**config.mk**
```make
export PLATFORM = sky130hd
export DESIGN_NAME = mem_bus_arbiter
export DESIGN_NICKNAME = d
export VERILOG_FILES = /design/src/rtl/bus_map_pkg.sv /design/src/rtl/bus_addr_decode.sv /design/src/rtl/mem_bus_arbiter.sv
export SDC_FILE = /design/constraint.sdc
export NUM_CORES = 1
export LEC_CHECK = 0
export BUFFER_PORTS_ARGS = -buffer_cell sky130_fd_sc_hd__buf_2
export CAP_MARGIN = 0
export CORE_MARGIN = 2
export CORE_UTILIZATION = 53
export CTS_CLUSTER_DIAMETER = 30
export DETAILED_ROUTE_END_ITERATION = 10
export PLACE_DENSITY = 0.95
export SLEW_MARGIN = 20
export SYNTH_ARGS = -nofsm -noshare
export SYNTH_HDL_FRONTEND = slang
export SYNTH_HIERARCHICAL = 1
export SYNTH_SLANG_ARGS = --single-unit
```
**constraint.sdc**
```tcl
create_clock -name clk -period 6.9 [get_ports clk]
set_input_delay 1.38 -clock clk [delete_from_list [all_inputs] [get_ports clk]]
set_output_delay 1.38 -clock clk [all_outputs]
set_load 0.01 [all_outputs]
```
**src/rtl/bus_map_pkg.sv**
```systemverilog
// Shared address map, FSM state encoding and slave-select type for the
// 12-bit-address / 16-bit-data memory-mapped bus.
package bus_map_pkg;

  localparam logic [11:0] MEM_END       = 12'h1ff;
  localparam logic [11:0] KEYPAD_ADDR   = 12'h900;
  localparam logic [11:0] SEVENSEG_ADDR = 12'hb00;
  localparam logic [15:0] UNMAPPED_DATA = 16'hf345;

  typedef logic [1:0] state_t;
  localparam state_t IDLE   = 2'd0;
  localparam state_t ACCESS = 2'd1;
  localparam state_t RESP   = 2'd2;

  typedef enum logic [2:0] {
    SEL_MEM,
    SEL_KPDATA,
    SEL_KPSTAT,
    SEL_SEG,
    SEL_NONE
  } sel_t;

endpackage

```
**src/rtl/bus_addr_decode.sv**
```systemverilog
// Combinational address-to-slave decode, shared by every bus master.
module bus_addr_decode #(
  parameter int unsigned     AW            = 12,
  parameter logic [AW-1:0]   MEM_END       = bus_map_pkg::MEM_END,
  parameter logic [AW-1:0]   KEYPAD_ADDR   = bus_map_pkg::KEYPAD_ADDR,
  parameter logic [AW-1:0]   SEVENSEG_ADDR = bus_map_pkg::SEVENSEG_ADDR
) (
  input  logic [AW-1:0]     addr,
  output bus_map_pkg::sel_t sel
);
  import bus_map_pkg::*;

  localparam logic [AW-1:0] KeypadStatAddr = KEYPAD_ADDR + {{(AW-1){1'b0}}, 1'b1};

  always_comb begin
    sel = SEL_NONE;
    if (addr <= MEM_END)              sel = SEL_MEM;
    else if (addr == KEYPAD_ADDR)     sel = SEL_KPDATA;
    else if (addr == KeypadStatAddr)  sel = SEL_KPSTAT;
    else if (addr == SEVENSEG_ADDR)   sel = SEL_SEG;
  end

endmodule

```
**src/rtl/mem_bus_arbiter.sv**
```systemverilog
// Two-master round-robin arbiter that runs each grant as an IDLE/ACCESS/RESP
// transaction and owns the keypad strobes and the seven-segment register.
module mem_bus_arbiter #(
  parameter int unsigned   AW            = 12,
  parameter int unsigned   DW            = 16,
  parameter logic [AW-1:0] MEM_END       = bus_map_pkg::MEM_END,
  parameter logic [AW-1:0] KEYPAD_ADDR   = bus_map_pkg::KEYPAD_ADDR,
  parameter logic [AW-1:0] SEVENSEG_ADDR = bus_map_pkg::SEVENSEG_ADDR,
  parameter logic [DW-1:0] UNMAPPED_DATA = bus_map_pkg::UNMAPPED_DATA
) (
  input  logic          clk,
  input  logic          rst_n,
  input  logic          m0_req,
  input  logic [AW-1:0] m0_addr,
  input  logic          m0_we,
  input  logic [DW-1:0] m0_wdata,
  output logic [DW-1:0] m0_rdata,
  output logic          m0_ack,
  input  logic          m1_req,
  input  logic [AW-1:0] m1_addr,
  input  logic          m1_we,
  input  logic [DW-1:0] m1_wdata,
  output logic [DW-1:0] m1_rdata,
  output logic          m1_ack,
  output logic [AW-1:0] mem_addr,
  output logic [DW-1:0] mem_wdata,
  output logic          mem_we,
  input  logic [DW-1:0] mem_rdata,
  output logic          kp_ack,
  output logic          kp_statusordata,
  input  logic [DW-1:0] kp_rdata,
  output logic [DW-1:0] seg_data,
  output logic          grant
);
  import bus_map_pkg::*;

  state_t        state_q;
  logic          grant_q;
  logic          ptr_q;
  logic [AW-1:0] addr_q;
  logic          we_q;
  logic [DW-1:0] wdata_q;
  logic [DW-1:0] seg_q;
  logic [DW-1:0] rd0_q;
  logic [DW-1:0] rd1_q;

  sel_t          sel;
  logic          win;
  logic          in_access;
  logic          in_resp;
  logic [DW-1:0] rd_val;

  bus_addr_decode #(
    .AW           (AW),
    .MEM_END      (MEM_END),
    .KEYPAD_ADDR  (KEYPAD_ADDR),
    .SEVENSEG_ADDR(SEVENSEG_ADDR)
  ) u_decode (
    .addr(addr_q),
    .sel (sel)
  );

  // On contention the master that did not win last time gets the bus.
  always_comb begin
    if (m0_req && m1_req) win = ~ptr_q;
    else                  win = ~m0_req;
  end

  assign in_access = (state_q == ACCESS);
  assign in_resp   = (state_q == RESP);

  always_comb begin
    rd_val = UNMAPPED_DATA;
    unique case (sel)
      SEL_MEM:    rd_val = mem_rdata;
      SEL_KPDATA: rd_val = kp_rdata;
      SEL_KPSTAT: rd_val = kp_rdata;
      SEL_SEG:    rd_val = seg_q;
      default:    rd_val = UNMAPPED_DATA;
    endcase
  end

  always_ff @(posedge clk or negedge rst_n) begin
    if (!rst_n) begin
      state_q <= IDLE;
      grant_q <= 1'b0;
      ptr_q   <= 1'b1;
      addr_q  <= '0;
      we_q    <= 1'b0;
      wdata_q <= '0;
      seg_q   <= '0;
      rd0_q   <= '0;
      rd1_q   <= '0;
    end else begin
      case (state_q)
        IDLE: begin
          if (m0_req || m1_req) begin
            state_q <= ACCESS;
            grant_q <= win;
            ptr_q   <= win;
            addr_q  <= win ? m1_addr  : m0_addr;
            we_q    <= win ? m1_we    : m0_we;
            wdata_q <= win ? m1_wdata : m0_wdata;
          end
        end
        ACCESS: begin
          state_q <= RESP;
          if (we_q && sel == SEL_SEG) seg_q <= wdata_q;
        end
        RESP: begin
          state_q <= IDLE;
          if (!we_q) begin
            if (grant_q) rd1_q <= rd_val;
            else         rd0_q <= rd_val;
          end
        end
        default: state_q <= IDLE;
      endcase
    end
  end

  // Read data is forwarded combinationally in the ack cycle, then held.
  assign m0_ack   = in_resp && !grant_q;
  assign m1_ack   = in_resp &&  grant_q;
  assign m0_rdata = (m0_ack && !we_q) ? rd_val : rd0_q;
  assign m1_rdata = (m1_ack && !we_q) ? rd_val : rd1_q;

  assign mem_addr        = addr_q;
  assign mem_wdata       = wdata_q;
  assign mem_we          = in_access && we_q && (sel == SEL_MEM);
  assign kp_ack          = in_access && !we_q && (sel == SEL_KPDATA);
  assign kp_statusordata = in_access && !we_q && (sel == SEL_KPSTAT);
  assign seg_data        = seg_q;
  assign grant           = grant_q;

endmodule

```
==> impl_metrics.tcl, run 1 <==
set metrics [dict create \
    status "finished, final reports clean" \
    maxCapViolations 0 \
    async_flop_share_pct 100.0 \
    layout_min_cycle_time_ps 4763 \
    grt_use_total_pct 26.52 \
    drt-met1-wl_mm 5.055 \
    design_area_sq_mm 0.005448 \
    hpwl_mm 8.877 \
    std_cell_rows 33 \
    p_seq_share_pct 43.4 \
    vias 3989 \
    syn-num-nets 516 \
    initial_core_util_pct 53.83 \
    ys_ff_latch 81 \
    dieArea_sq_mm 0.008961 \
    arrival_ps 3380 \
    crit_type "flip-flop to output port" \
    irDropWorstVdd_uv 179.7 \
    synth_compound_area_share_pct 22.54 \
    crit_fanout 12 \
    final_common_cell "buf_2" \
    grt_pass1_wl_mm 18.66 \
    clk-insertion-delay-late_ps 330 \
    die_w_microns 94.67 \
    setup_viol_count_final 0 \
    dp_cells 664 \
    grt_setup_unrepaired "no" \
    placed_area_sq_mm 0.005216 \
    clk_path_buf_depth 2 \
    yosysWarningCount 6 \
    routed_via_density 5.849 \
    io_pins 176 \
    setup_slack_ps 2137 \
    cp-start-kind "flip-flop" \
    setup.worst_path.end_class "output port" \
    overflow 0 \
    fin_setup_tns_ps 0 \
    cts_sinks 81 \
    min_period_over_period_pct 69.03 \
    fmax_mhz 209.9 \
    area_growth_pct 25.04 \
    antenna_found_initial 0 \
    drt-total-wl_mm 11.86 \
    worstMarginPinSlew_ps 1053 \
    cts_tree "done" \
    instances_no_fill 682 \
    final_nets 666 \
    met2_length_mm 5.883 \
    io_buffers 175 \
    ys_seq_area_share_pct 46.55 \
    fillCellCount 652 \
    switchingPower_uw 683.7 \
    diodes 0 \
    synth_area_leaders "dfrtp_1 (46%), mux2_2 (8.8%), a21oi_1 (7.9%), a22o_1 (5.8%), nand3b_1 (5.0%)" \
    finalHoldViolCount 0 \
    clkSlewWorstSetupHoldPaths_ps 80 \
    comb_power_share_pct 38.1 \
    htree_levels 3 \
    p_int_mw 1.054 \
    syn-cell-area_sq_mm 0.004357 \
    core_sq_mm 0.008093 \
    ctsResizeCount 0 \
    power.leakage_nw 2.422 \
    finalCoreUtilization_pct 67.32 \
    syn_area_per_cell_sq_um 10.32 \
    min_path_type "flip-flop to flip-flop" \
    gp_congestion 0.7939 \
    clkPwrFrac_pct 18.5 \
    switching_share_pct 39.34 \
    synth_xor_area_share_pct 0.2010 \
    synth_top_family_by_area "compound AO/OA/AOI/OAI gates" \
    netlist_instances 422 \
    hold_buffers 0 \
    synth_cell_type_count 37 \
    numCtsBuffers 9 \
    fin_skew_ps 11.98 \
    cts_root_buf "clkbuf_8" \
    drive_gt1_share_pct 42.11 \
    drt_iter0_drc 163 \
    final_cell_mix "buf_2 (174), dfrtp_1 (80), a21oi_1 (69)" \
    drc 0 \
    synth_top_area_share_pct 45.95 \
    yosys-mux-area-fraction_pct 13.61 \
    drv_slew 0 \
    first_pass_iters 5 \
    synth_simple_gate_area_share_pct 12.06 \
    powerDensity_mw_per_mm2 319.0 \
    slew_headroom_pct 29.57 \
    wl_met3_microns 760 \
    synthAdderAreaFrac_pct 0 \
    wire_per_inst_microns 17.38 \
    ant_nets 0 \
    highest_layer "met4" \
    grt_pass1_vias 3729 \
    detailedPlace.worstSlack_ps 2548 \
    yosysTopAreaCell "dfrtp_1" \
    synth-edff-count 0 \
    grt_start_max_net_pins 82 \
    critical_path_required_ps 5520 \
    ys.flop_type "dfrtp_1" \
    die_height_microns 94.67 \
    cts_setup_buffers 0 \
]
-- critical path, cell delays in order, from the launching register on --
cell      delay [ps]
dfrtp_1          410
nor4_2           270
nand3_1          220
nor2_1           860
nand2b_1         500
o22ai_1          480
a21oi_1          140
buf_2            160
-- power groups by stage --
| stage | clock, mW | sequential [mW] | combinational (mW) |
|---|---|---|---|
| floorplan | 0 | 0.744 | 0.399 |
| global placement | 0 | 0.748 | 0.638 |
| detailed placement | 0 | 0.762 | 0.658 |
| CTS | 0.330 | 0.754 | 0.659 |
| global route | 0.350 | 0.771 | 0.730 |
| finish | 0.321 | 0.755 | 0.662 |
-- synth_stat cells, types with 2 or more instances --
cell type,n
clkbuf_1,25
buf_2,13
nand2b_1,2
o22ai_1,9
o21ai_0,29
a22o_1,29
a31oi_1,29
nand3b_1,29
nor4b_1,3
mux2i_1,21
buf_6,3
dfrtp_1,80
nor2b_1,2
nor2_1,24
a21oi_1,69
mux2_2,34
-- per-layer routing --
| metal | track usage [%] | vias up |
|---|---|---|
| li1 | - | 1889 |
| met1 | 34.87 | 1909 |
| met2 | 45.21 | 177 |
| met3 | 4.469 | 14 |
| met4 | 7.609 | 0 |
| met5 | 0 | - |
-- stage by stage --
step           hold WS, ps  total power [mW]
2_1_floorplan        473.3             1.143
3_3_place_gp         488.2             1.386
6_report             512.8             1.738
5_1_grt              526.4             1.852
3_5_place_dp         492.9             1.420
4_1_cts              514.6             1.744
-- state kept, by name, indices dropped and copies added (netlist names) --
register and count:
grant 1, mem_addr 12, mem_wdata 16, ptr_q 1, rd0_q 16, rd1_q 16, seg_data 16, state_q 2
we_q 1
-- cell type report --
| class | instances | area [sq um] | area share (%) |
|---|---|---|---|
| multi-input combinational | 297 | 2137 | 39.23 |
| sequential | 81 | 2028 | 37.23 |
| timing repair buffer | 182 | 957.2 | 17.57 |
| clock buffer | 11 | 151.4 | 2.779 |
| tap | 105 | 131.4 | 2.412 |
| clock inverter | 5 | 38.79 | 0.7120 |
| inverter | 1 | 3.754 | 0.06890 |
-- logic make-up after synthesis --
group,after synthesis
buffers and inverters,44
AOI/OAI and AO/OA,165
and+or+nand+nor,76
DFF,81
muxes,55
xor gates and xnor gates,1
-- worst paths after layout --
| path | to | from | depth (start not counted) | slack (ps) |
|---|---|---|---|---|
| setup / recovery | m1_rdata[9] | mem_addr[6]$_DFFE_PN0P_ | 7 | 2140 |
| hold / removal | rd0_q[3]$_DFFE_PN0P_ | rd0_q[3]$_DFFE_PN0P_ | 1 | 510 |
| setup reg to reg | seg_data[14]$_DFFE_PN0P_ | mem_addr[6]$_DFFE_PN0P_ | 6 | 3580 |
| hold reg to reg | rd0_q[3]$_DFFE_PN0P_ | rd0_q[3]$_DFFE_PN0P_ | 1 | 510 |
| max in group asynchronous | rd1_q[8]$_DFFE_PN0P_ | rst_n | 2 | 5360 |
| min in group asynchronous | mem_wdata[6]$_DFFE_PN0P_ | rst_n | 1 | 950 |
Note: power is estimated with default switching activity, not from simulation.
==> run 2, diff against run 1 <==
--- a/config.mk
+++ b/config.mk
@@ -8,10 +8,10 @@
 export BUFFER_PORTS_ARGS = -buffer_cell sky130_fd_sc_hd__buf_2
 export CAP_MARGIN = 0
 export CORE_MARGIN = 2
-export CORE_UTILIZATION = 53
+export CORE_UTILIZATION = 49
 export CTS_CLUSTER_DIAMETER = 30
 export DETAILED_ROUTE_END_ITERATION = 10
-export PLACE_DENSITY = 0.95
+export PLACE_DENSITY = 0.89
 export SLEW_MARGIN = 20
 export SYNTH_ARGS = -nofsm -noshare
 export SYNTH_HDL_FRONTEND = slang
==> constraint.sdc (replaced) <==
create_clock -name clk -period 4.5 [get_ports clk]
set_input_delay 0.9 -clock clk [delete_from_list [all_inputs] [get_ports clk]]
set_output_delay 0.9 -clock clk [all_outputs]
set_load 0.01 [all_outputs]
==> impl_metrics.tcl, run 2 (synthesis gave the netlist of run 1 again) <==
set metrics [dict create \
    overflow 0 \
    grt_use_total_pct 24.91 \
    drt_iter0_drc 141 \
    arrival_ps 2940 \
    setup.worst_path.end_class "output port" \
    drc 0 \
    clk_path_buf_depth 2 \
    io_pins 176 \
    die_w_microns 98.30 \
    std_cell_rows 34 \
    cts_tree "done" \
    power.leakage_nw 2.449 \
    drive_gt1_share_pct 42.21 \
    p_int_mw 1.750 \
    core_sq_mm 0.008678 \
    ctsResizeCount 0 \
    comb_power_share_pct 36.1 \
    worst_r2r_path_depth 7 \
    detailedPlace.worstSlack_ps 1048 \
    wire_per_inst_microns 17.67 \
    gp_congestion 0.8851 \
    final_nets 667 \
    numCtsBuffers 9 \
    ant_nets 0 \
    final_common_cell "buf_2" \
    placed_area_sq_mm 0.005235 \
    dieArea_sq_mm 0.009662 \
    grt_start_max_net_pins 82 \
    layout_min_cycle_time_ps 3839 \
    routed_via_density 5.800 \
    grt_setup_unrepaired "no" \
    clkPwrFrac_pct 22.7 \
    switchingPower_mw 1.051 \
    clk-insertion-delay-late_ps 350 \
    cts_setup_buffers 0 \
    status "finished, final reports clean" \
    vias 3979 \
    worstMarginPinSlew_ps 886.4 \
    switching_share_pct 37.53 \
    fmax_mhz 260.5 \
    final_cell_mix "buf_2 (174), dfrtp_1 (80), a21oi_1 (69)" \
    design_area_sq_mm 0.005492 \
    min_path_type "flip-flop to flip-flop" \
    drv_slew 0 \
    cts_root_buf "clkbuf_8" \
    maxCapViolations 0 \
    crit_type "flip-flop to output port" \
    hpwl_mm 8.881 \
    initial_core_util_pct 50.20 \
    slew_headroom_pct 40.69 \
    powerDensity_mw_per_mm2 510.1 \
    crit_chain "and4bb_2, nand3_1, nor2_4, mux2_2, o22ai_1, a21oi_1, buf_2" \
    clkSlewWorstSetupHoldPaths_ps 90 \
    p_seq_share_pct 41.1 \
    first_pass_iters 4 \
    hold_buffers 0 \
    finalCoreUtilization_pct 63.28 \
    antenna_found_initial 0 \
    grt_pass1_vias 3789 \
    die_height_microns 98.30 \
    drt-total-wl_mm 12.12 \
    irDropWorstVdd_uv 267.8 \
    cts_sinks 81 \
    io_buffers 175 \
    finalHoldViolCount 0 \
    fin_setup_tns_ps 0 \
    grt_pass1_wl_mm 19.43 \
    fin_skew_ps 11.41 \
    min_period_over_period_pct 85.30 \
    critical_path_required_ps 3600 \
    setup_viol_count_final 0 \
    crit_path_max_incr_delay_ps 590 \
    slowest_stage "nor2_4" \
    crit_fanout 25 \
    whs_path_depth 1 \
    area_growth_pct 26.05 \
    diodes 0 \
    setup_slack_ps 661.5 \
    cp-start-kind "flip-flop" \
    htree_levels 3 \
]
-- run 2: critical path, delay by kind of cell (launching register included) --
| family | cells | cell delay, ps |
|---|---|---|
| and+or+nand+nor | 3 | 1050 |
| AOI/OAI and AO/OA | 2 | 540 |
| DFF | 1 | 420 |
| muxes | 1 | 410 |
| buffers and inverters | 1 | 150 |
-- run 2: worst paths after layout --
| check | start | endpoint | slack [ps] |
|---|---|---|---|
| worst max-delay path | mem_addr[1]$_DFFE_PN0P_ | m1_rdata[6] | 660 |
| worst min-delay path | rd0_q[4]$_DFFE_PN0P_ | rd0_q[4]$_DFFE_PN0P_ | 520 |
| worst max register to register | mem_addr[1]$_DFFE_PN0P_ | seg_data[8]$_DFFE_PN0P_ | 1580 |
| worst min register to register | rd0_q[4]$_DFFE_PN0P_ | rd0_q[4]$_DFFE_PN0P_ | 520 |
| max in group asynchronous | rst_n | rd0_q[9]$_DFFE_PN0P_ | 3400 |
| min in group asynchronous | rst_n | mem_wdata[6]$_DFFE_PN0P_ | 550 |
-- run 2: per-layer routing --
metal / up-vias / global-route usage [%] / share of wire, %
li1: 1889 / - / -
met1: 1910 / 35.58 / 44
met2: 159 / 38.78 / 47
met3: 21 / 4.080 / 6.6
met4: 0 / 8.746 / 2.0
met5: - / 0 / 0
-- run 2: stage by stage --
step                      std cells  hold slack, ps  power [mW]
after global placement          669           488.4       2.130
after global routing            686           524.7       2.970
after CTS                       685           514.2       2.804
after detailed placement        669           493.5       2.168
final                           686           515.2       2.801
after floorplan                 422           473.3       1.752
-- run 2: cell type report --
class | count | area, sq um
well taps | 108 | 135.1
clock inverters | 7 | 117.6
fillers | 716 | 3187
inverters | 1 | 3.754
clock buffers | 9 | 123.9
flip-flops and latches | 81 | 2028
repair buffers | 183 | 945.9
multi-input cells | 297 | 2137
-- run 2: power by group through the flow --
stage	combinational, mW	sequential [mW]	clock, mW
CTS	1.01	1.15	0.646
floorplan	0.611	1.14	0
detailed placement	1.01	1.16	0
global placement	0.979	1.15	0
finish	1.01	1.15	0.637
global route	1.11	1.18	0.677
